### src/rtl/small_module_arbiter.sv
// rtl/small_module_arbiter.sv - time-shares one two-operand small_module unit among N_REQ requesters
// Round-robin by default; define SMALL_MODULE_ARB_FIXED_PRIO_EN for lowest-index-wins fixed priority.
module small_module_arbiter #(
    parameter int WIDTH    = 8,
    parameter int N_REQ    = 4,
    parameter int UNIT_LAT = 0
) (
    input  logic                     clk,
    input  logic                     rst,
    input  logic [N_REQ-1:0]         req_valid,
    output logic [N_REQ-1:0]         req_ready,
    input  logic [N_REQ*WIDTH-1:0]   req_in1,
    input  logic [N_REQ*WIDTH-1:0]   req_in2,
    output logic [N_REQ-1:0]         rsp_valid,
    input  logic [N_REQ-1:0]         rsp_ready,
    output logic [WIDTH-1:0]         rsp_data,
    output logic [WIDTH-1:0]         unit_in1,
    output logic [WIDTH-1:0]         unit_in2,
    input  logic [WIDTH-1:0]         unit_out1,
    output logic                     busy
);
    localparam int GW = (N_REQ > 1) ? $clog2(N_REQ) : 1;
    localparam int CW = (UNIT_LAT > 0) ? $clog2(UNIT_LAT + 1) : 1;

    typedef enum logic [1:0] {S_IDLE, S_EXEC, S_RESP} state_t;

    state_t           r_state, w_next;
    logic [GW-1:0]    r_gnt, w_win;
    logic             w_found;
    logic [CW-1:0]    r_cnt;
    logic [WIDTH-1:0] r_unit_in1, r_unit_in2, r_rsp_data;
    logic [WIDTH-1:0] w_op1, w_op2;
    logic [N_REQ-1:0] r_rsp_valid;
    logic             w_accept, w_capture, w_rsp_done;

`ifdef SMALL_MODULE_ARB_FIXED_PRIO_EN
    always_comb begin
        w_found = 1'b0;
        w_win   = '0;
        for (int i = N_REQ - 1; i >= 0; i--) begin
            if (req_valid[i]) begin
                w_found = 1'b1;
                w_win   = GW'(i);
            end
        end
    end
`else
    logic [GW-1:0] r_ptr;
    logic [GW-1:0] w_idx;

    // Scan starts just after the last served requester so every requester gets a turn.
    always_comb begin
        w_found = 1'b0;
        w_win   = '0;
        w_idx   = '0;
        for (int k = 1; k <= N_REQ; k++) begin
            w_idx = GW'((int'(r_ptr) + k) % N_REQ);
            if (!w_found && req_valid[w_idx]) begin
                w_found = 1'b1;
                w_win   = w_idx;
            end
        end
    end
`endif

    always_comb begin
        w_op1 = '0;
        w_op2 = '0;
        for (int i = 0; i < N_REQ; i++) begin
            if (w_win == GW'(i)) begin
                w_op1 = req_in1[i*WIDTH +: WIDTH];
                w_op2 = req_in2[i*WIDTH +: WIDTH];
            end
        end
    end

    assign w_accept   = (r_state == S_IDLE) && w_found;
    assign w_capture  = (r_state == S_EXEC) && (r_cnt == CW'(UNIT_LAT));
    assign w_rsp_done = (r_state == S_RESP) && rsp_ready[r_gnt];

    always_ff @(posedge clk) begin
        if (rst) r_state <= S_IDLE;
        else     r_state <= w_next;
    end

    always_comb begin
        w_next    = r_state;
        req_ready = '0;
        busy      = (r_state != S_IDLE);
        case (r_state)
            S_IDLE: begin
                if (w_accept) begin
                    req_ready = N_REQ'(1) << w_win;
                    w_next    = S_EXEC;
                end
            end
            S_EXEC:  if (w_capture)  w_next = S_RESP;
            S_RESP:  if (w_rsp_done) w_next = S_IDLE;
            default: w_next = S_IDLE;
        endcase
    end

    always_ff @(posedge clk) begin
        if (rst) begin
            r_gnt       <= '0;
            r_cnt       <= '0;
            r_unit_in1  <= '0;
            r_unit_in2  <= '0;
            r_rsp_data  <= '0;
            r_rsp_valid <= '0;
`ifndef SMALL_MODULE_ARB_FIXED_PRIO_EN
            r_ptr       <= GW'(N_REQ - 1);
`endif
        end else begin
            if (w_accept) begin
                r_unit_in1 <= w_op1;
                r_unit_in2 <= w_op2;
                r_gnt      <= w_win;
                r_cnt      <= '0;
            end
            if (r_state == S_EXEC) r_cnt <= r_cnt + CW'(1);
            if (w_capture) begin
                r_rsp_data  <= unit_out1;
                r_rsp_valid <= N_REQ'(1) << r_gnt;
            end
            if (w_rsp_done) begin
                r_rsp_valid <= '0;
`ifndef SMALL_MODULE_ARB_FIXED_PRIO_EN
                r_ptr       <= r_gnt;
`endif
            end
        end
    end

    assign rsp_valid = r_rsp_valid;
    assign rsp_data  = r_rsp_data;
    assign unit_in1  = r_unit_in1;
    assign unit_in2  = r_unit_in2;
endmodule

### config.mk
export PLATFORM = sky130hd
export DESIGN_NAME = small_module_arbiter
export DESIGN_NICKNAME = d
export VERILOG_FILES = /design/src/rtl/small_module_arbiter.sv
export SDC_FILE = /design/constraint.sdc
export NUM_CORES = 1
export LEC_CHECK = 0
export ABC_AREA = 1
export CORE_AREA = 2 2 80 82
export CTS_BUF_LIST = sky130_fd_sc_hd__clkbuf_2
export CTS_CLUSTER_DIAMETER = 30
export CTS_CLUSTER_SIZE = 28
export DETAILED_ROUTE_END_ITERATION = 8
export DIE_AREA = 0 0 82 84
export PLACE_DENSITY = 0.78
export SLEW_MARGIN = 30
export SYNTH_ARGS = -nofsm -noshare
export SYNTH_HDL_FRONTEND = slang
export SYNTH_SLANG_ARGS = --single-unit
### constraint.sdc
create_clock -name clk -period 1.8 [get_ports clk]
set_input_delay 0.18 -clock clk [delete_from_list [all_inputs] [get_ports clk]]
set_output_delay 0.18 -clock clk [all_outputs]
set_load 0.01 [all_outputs]
==> results.sh <==
export IMPL_cp_slowest_cell="dfxtp_4"
export IMPL_cts_clk_slew_worst_paths_ns=0.21
export IMPL_drv_slew=0
export IMPL_synthTopCellsByArea="dfxtp_1 32%, nand2_1 17%, nand3_1 12%"
export IMPL_endpoint="req_ready[1]"
export IMPL_worstSetupPathType="reg2out"
export IMPL_violations="setup timing"
export IMPL_leakage_nw=1.75
export IMPL_cts_inserted_buffers=5
export IMPL_vdd_drop_max_mv=0.482
export IMPL_dp_hpwl_um=5070
export IMPL_fin_util=0.664
export IMPL_area_delta_synth_final_pct=85.8
export IMPL_crit_cells=13
export IMPL_hold_class="in2reg"
export IMPL_antenna_found_initial=0
export IMPL_drt_iter0_drc=69
export IMPL_fillCellCount=548
export IMPL_core_um2=6100
export IMPL_stdcell_count=565
export IMPL_setup_violations_final=23
export IMPL_worstMarginPinSlew_ns=0.455
export IMPL_fp_dieW_um=82
export IMPL_cts_hold_buf=0
export IMPL_endpoint_kind="output pin"
export IMPL_drive_above_1_share=0.266
export IMPL_fin_crit_sh=1.22
export IMPL_grt_ovfl_total=0
export IMPL_critical_path_required_ns=1.62
export IMPL_finalWeightedCongestion=0.820
export IMPL_ys_ff_latch=35
export IMPL_internal_power_w=0.00248
export IMPL_grt_pass1_wl_um=11600
export IMPL_synth_area_per_cell_um2=6.37
export IMPL_grt_pass1_vias=2634
export IMPL_slew_headroom=0.696
export IMPL_max_freq_mhz=457
export IMPL_grt_max_degree=26
export IMPL_drcViolationCount=0
export IMPL_final_common_cell="clkdlybuf4s50_1"
export IMPL_num_rows=29
export IMPL_r2r_slack_ns=-0.20
export IMPL_first_pass_iters=4
export IMPL_pre_cts_ws_ns=-0.609
export IMPL_critPathMaxStageDelay_ns=0.44
export IMPL_layout_common_cells="110 x clkdlybuf4s50_1, 75 x nand2_1, 49 x nand3_1, 48 x nor2_1, 33 x dfxtp_1"
export IMPL_grt_total_usage=0.213
export IMPL_synth_cell_types=28
export IMPL_tns_ns=-4.46
export IMPL_via_count=2733
export IMPL_post_route_min_period_ns=2.19
export IMPL_critPathBufInv=4
export IMPL_switchingPower_w=0.00194
export IMPL_ff2ff_path_depth=14
export IMPL_hold_viol_final=0
export IMPL_syn_num_nets=424
export IMPL_insertion_delay_ns=0.39
export IMPL_cap_violations=0
export IMPL_clk_path_buf_depth=2
export IMPL_synth_seq_area_share=0.321
export IMPL_rr_endpoint="unit_in2[4]"
export IMPL_diodes=0
export IMPL_arrival_ns=2.01
export IMPL_die_h_um=84
export IMPL_htree_levels=2
export IMPL_root_buffer="clkbuf_2"
export IMPL_p_clk_frac=0.087
export IMPL_cp_startpoint="r_ptr[0]"
export IMPL_skew_ns=0.0248
export IMPL_synth_cells=342
export IMPL_p_per_area_nw_per_um2=1090
export IMPL_fp_dieArea_um2=6890
export IMPL_yosysTopAreaCell="dfxtp_1"
export IMPL_synth_top_area_frac=0.321
export IMPL_start_util=0.358
export IMPL_setup_ws_ns=-0.389
export IMPL_combPwrFrac=0.661
export IMPL_outcome="finished with violations"
export IMPL_nets=569
export IMPL_top_level_ports=115
export IMPL_p_seq_frac=0.251
export IMPL_cts_tree="built"
export IMPL_routed_wl_um=7480
export IMPL_portBuffers=114
export IMPL_sw_frac_of_total=0.438
export IMPL_path_max_fanout=4
export IMPL_clock_sinks=35
export IMPL_dp_cells=544
export IMPL_yosys_warnings=0
export IMPL_antenna_left=0
export IMPL_crit_path_cell_trace="buf_6, nand2_2, nand2_2, nand2_4, nand2_8, nor2_8, buf_6, nand3b_1, nand2_2, nor2_4, inv_2, nor2_2, buf_6"
export IMPL_cpLargestDelayFamily="simple AND/OR/NAND/NOR gates"
export IMPL_crit_path_start_kind="register"
export IMPL_avgViaCountPerCell=4.84
export IMPL_rr_startpoint="r_ptr[0]"
export IMPL_grt_setup_unrepaired="yes"
export IMPL_wl_per_cell_um=13.2
export IMPL_netlist_area_um2=2180
## cell families after synthesis
family | synth area share
buffers and inverters | 0.0890
AOI/OAI and AO/OA | 0.0970
and+or+nand+nor | 0.493
DFF | 0.321
## sequential cells by signal (all words and copies together) (netlist names)
signal	count
r_ptr	2
unit_in1	8
r_state	2
unit_in2	8
r_cnt	1
rsp_data	8
r_gnt	2
rsp_valid	4
## repair_timing
item                                    in CTS  in global routing
pin swaps                                   15                 28
setup buffers                                7                  4
gates resized for setup                     48                 82
cloned                                       1                  1
endpoints found under the setup margin      23                 23
## cell type report
class | count | area [um^2] | area share
multi-input cells | 268 | 1550 | 0.382
repair buffers | 150 | 1520 | 0.375
flip-flops and latches | 35 | 708 | 0.175
inverters | 26 | 130 | 0.0321
well taps | 77 | 96.3 | 0.0238
clock buffers | 5 | 25.0 | 0.00618
clock inverters | 3 | 20.0 | 0.00494
repair inverters | 1 | 6.26 | 0.00155
## tightest hold or removal path: stages
cell and delay [ns]:
clkdlybuf4s50_1 0.40, nor2_1 0.10, nor2_1 0.05
## per-layer routing
layer,up-vias,track usage,wire length [um]
met5,-,0,0
met4,0,0.0682,72
met3,7,0.0357,392
met2,82,0.380,3970
met1,1252,0.253,3050
li1,1392,-,-
## how the worst min path moves through the flow
| stage | startpoint | end | slack [ns] | depth (start not counted) |
|---|---|---|---|---|
| 2_1_floorplan | unit_out1[0] | rsp_data[0] | 0.31 | 2 |
| 3_3_place_gp | unit_in1[2] | unit_in1[2] | 0.44 | 2 |
| 3_5_place_dp | unit_in1[2] | unit_in1[2] | 0.45 | 2 |
| 4_1_cts | unit_out1[2] | rsp_data[2] | 0.31 | 3 |
| 5_1_grt | unit_out1[1] | rsp_data[1] | 0.33 | 3 |
| 6_report | unit_out1[2] | rsp_data[2] | 0.34 | 3 |
## power by group through the flow
stage | sequential [W] | clock, W | combinational (W)
after floorplan | 0.00118 | 0 | 0.00126
after global placement | 0.00110 | 0 | 0.00229
after detailed placement | 0.00111 | 0 | 0.00233
after CTS | 0.00109 | 0.000399 | 0.00249
after global routing | 0.00114 | 0.000421 | 0.00318
final | 0.00111 | 0.000387 | 0.00293
## metrics by stage
stage | instance area (um^2) | hold WS, ns | total power, W
floorplan | 2180 | 0.315 | 0.00243
global placement | 3520 | 0.438 | 0.00339
detailed placement | 3520 | 0.449 | 0.00344
CTS | 3710 | 0.312 | 0.00399
global route | 4050 | 0.333 | 0.00474
finish | 4050 | 0.340 | 0.00442
## cells in the mapped netlist
master and count:
nand2_1 100, nor2_1 56, nand3_1 51, dfxtp_1 35, inv_1 18, o21ai_0 16, a21oi_1 15, nand2_2 7
clkbuf_1 5, inv_2 5, buf_6 4, inv_4 3, nand2_4 3, buf_2 2, buf_4 2, nand3_4 2
nand3b_1 2, nand4_1 2, nor2_8 2, nor3_1 2, o211ai_1 2, o21ai_1 2, nand3_2 1, nand4_4 1
nor2_4 1, o21ai_2 1, o21ai_4 1, o22ai_1 1
No activity file was read; power rests on OpenSTA's default activity.
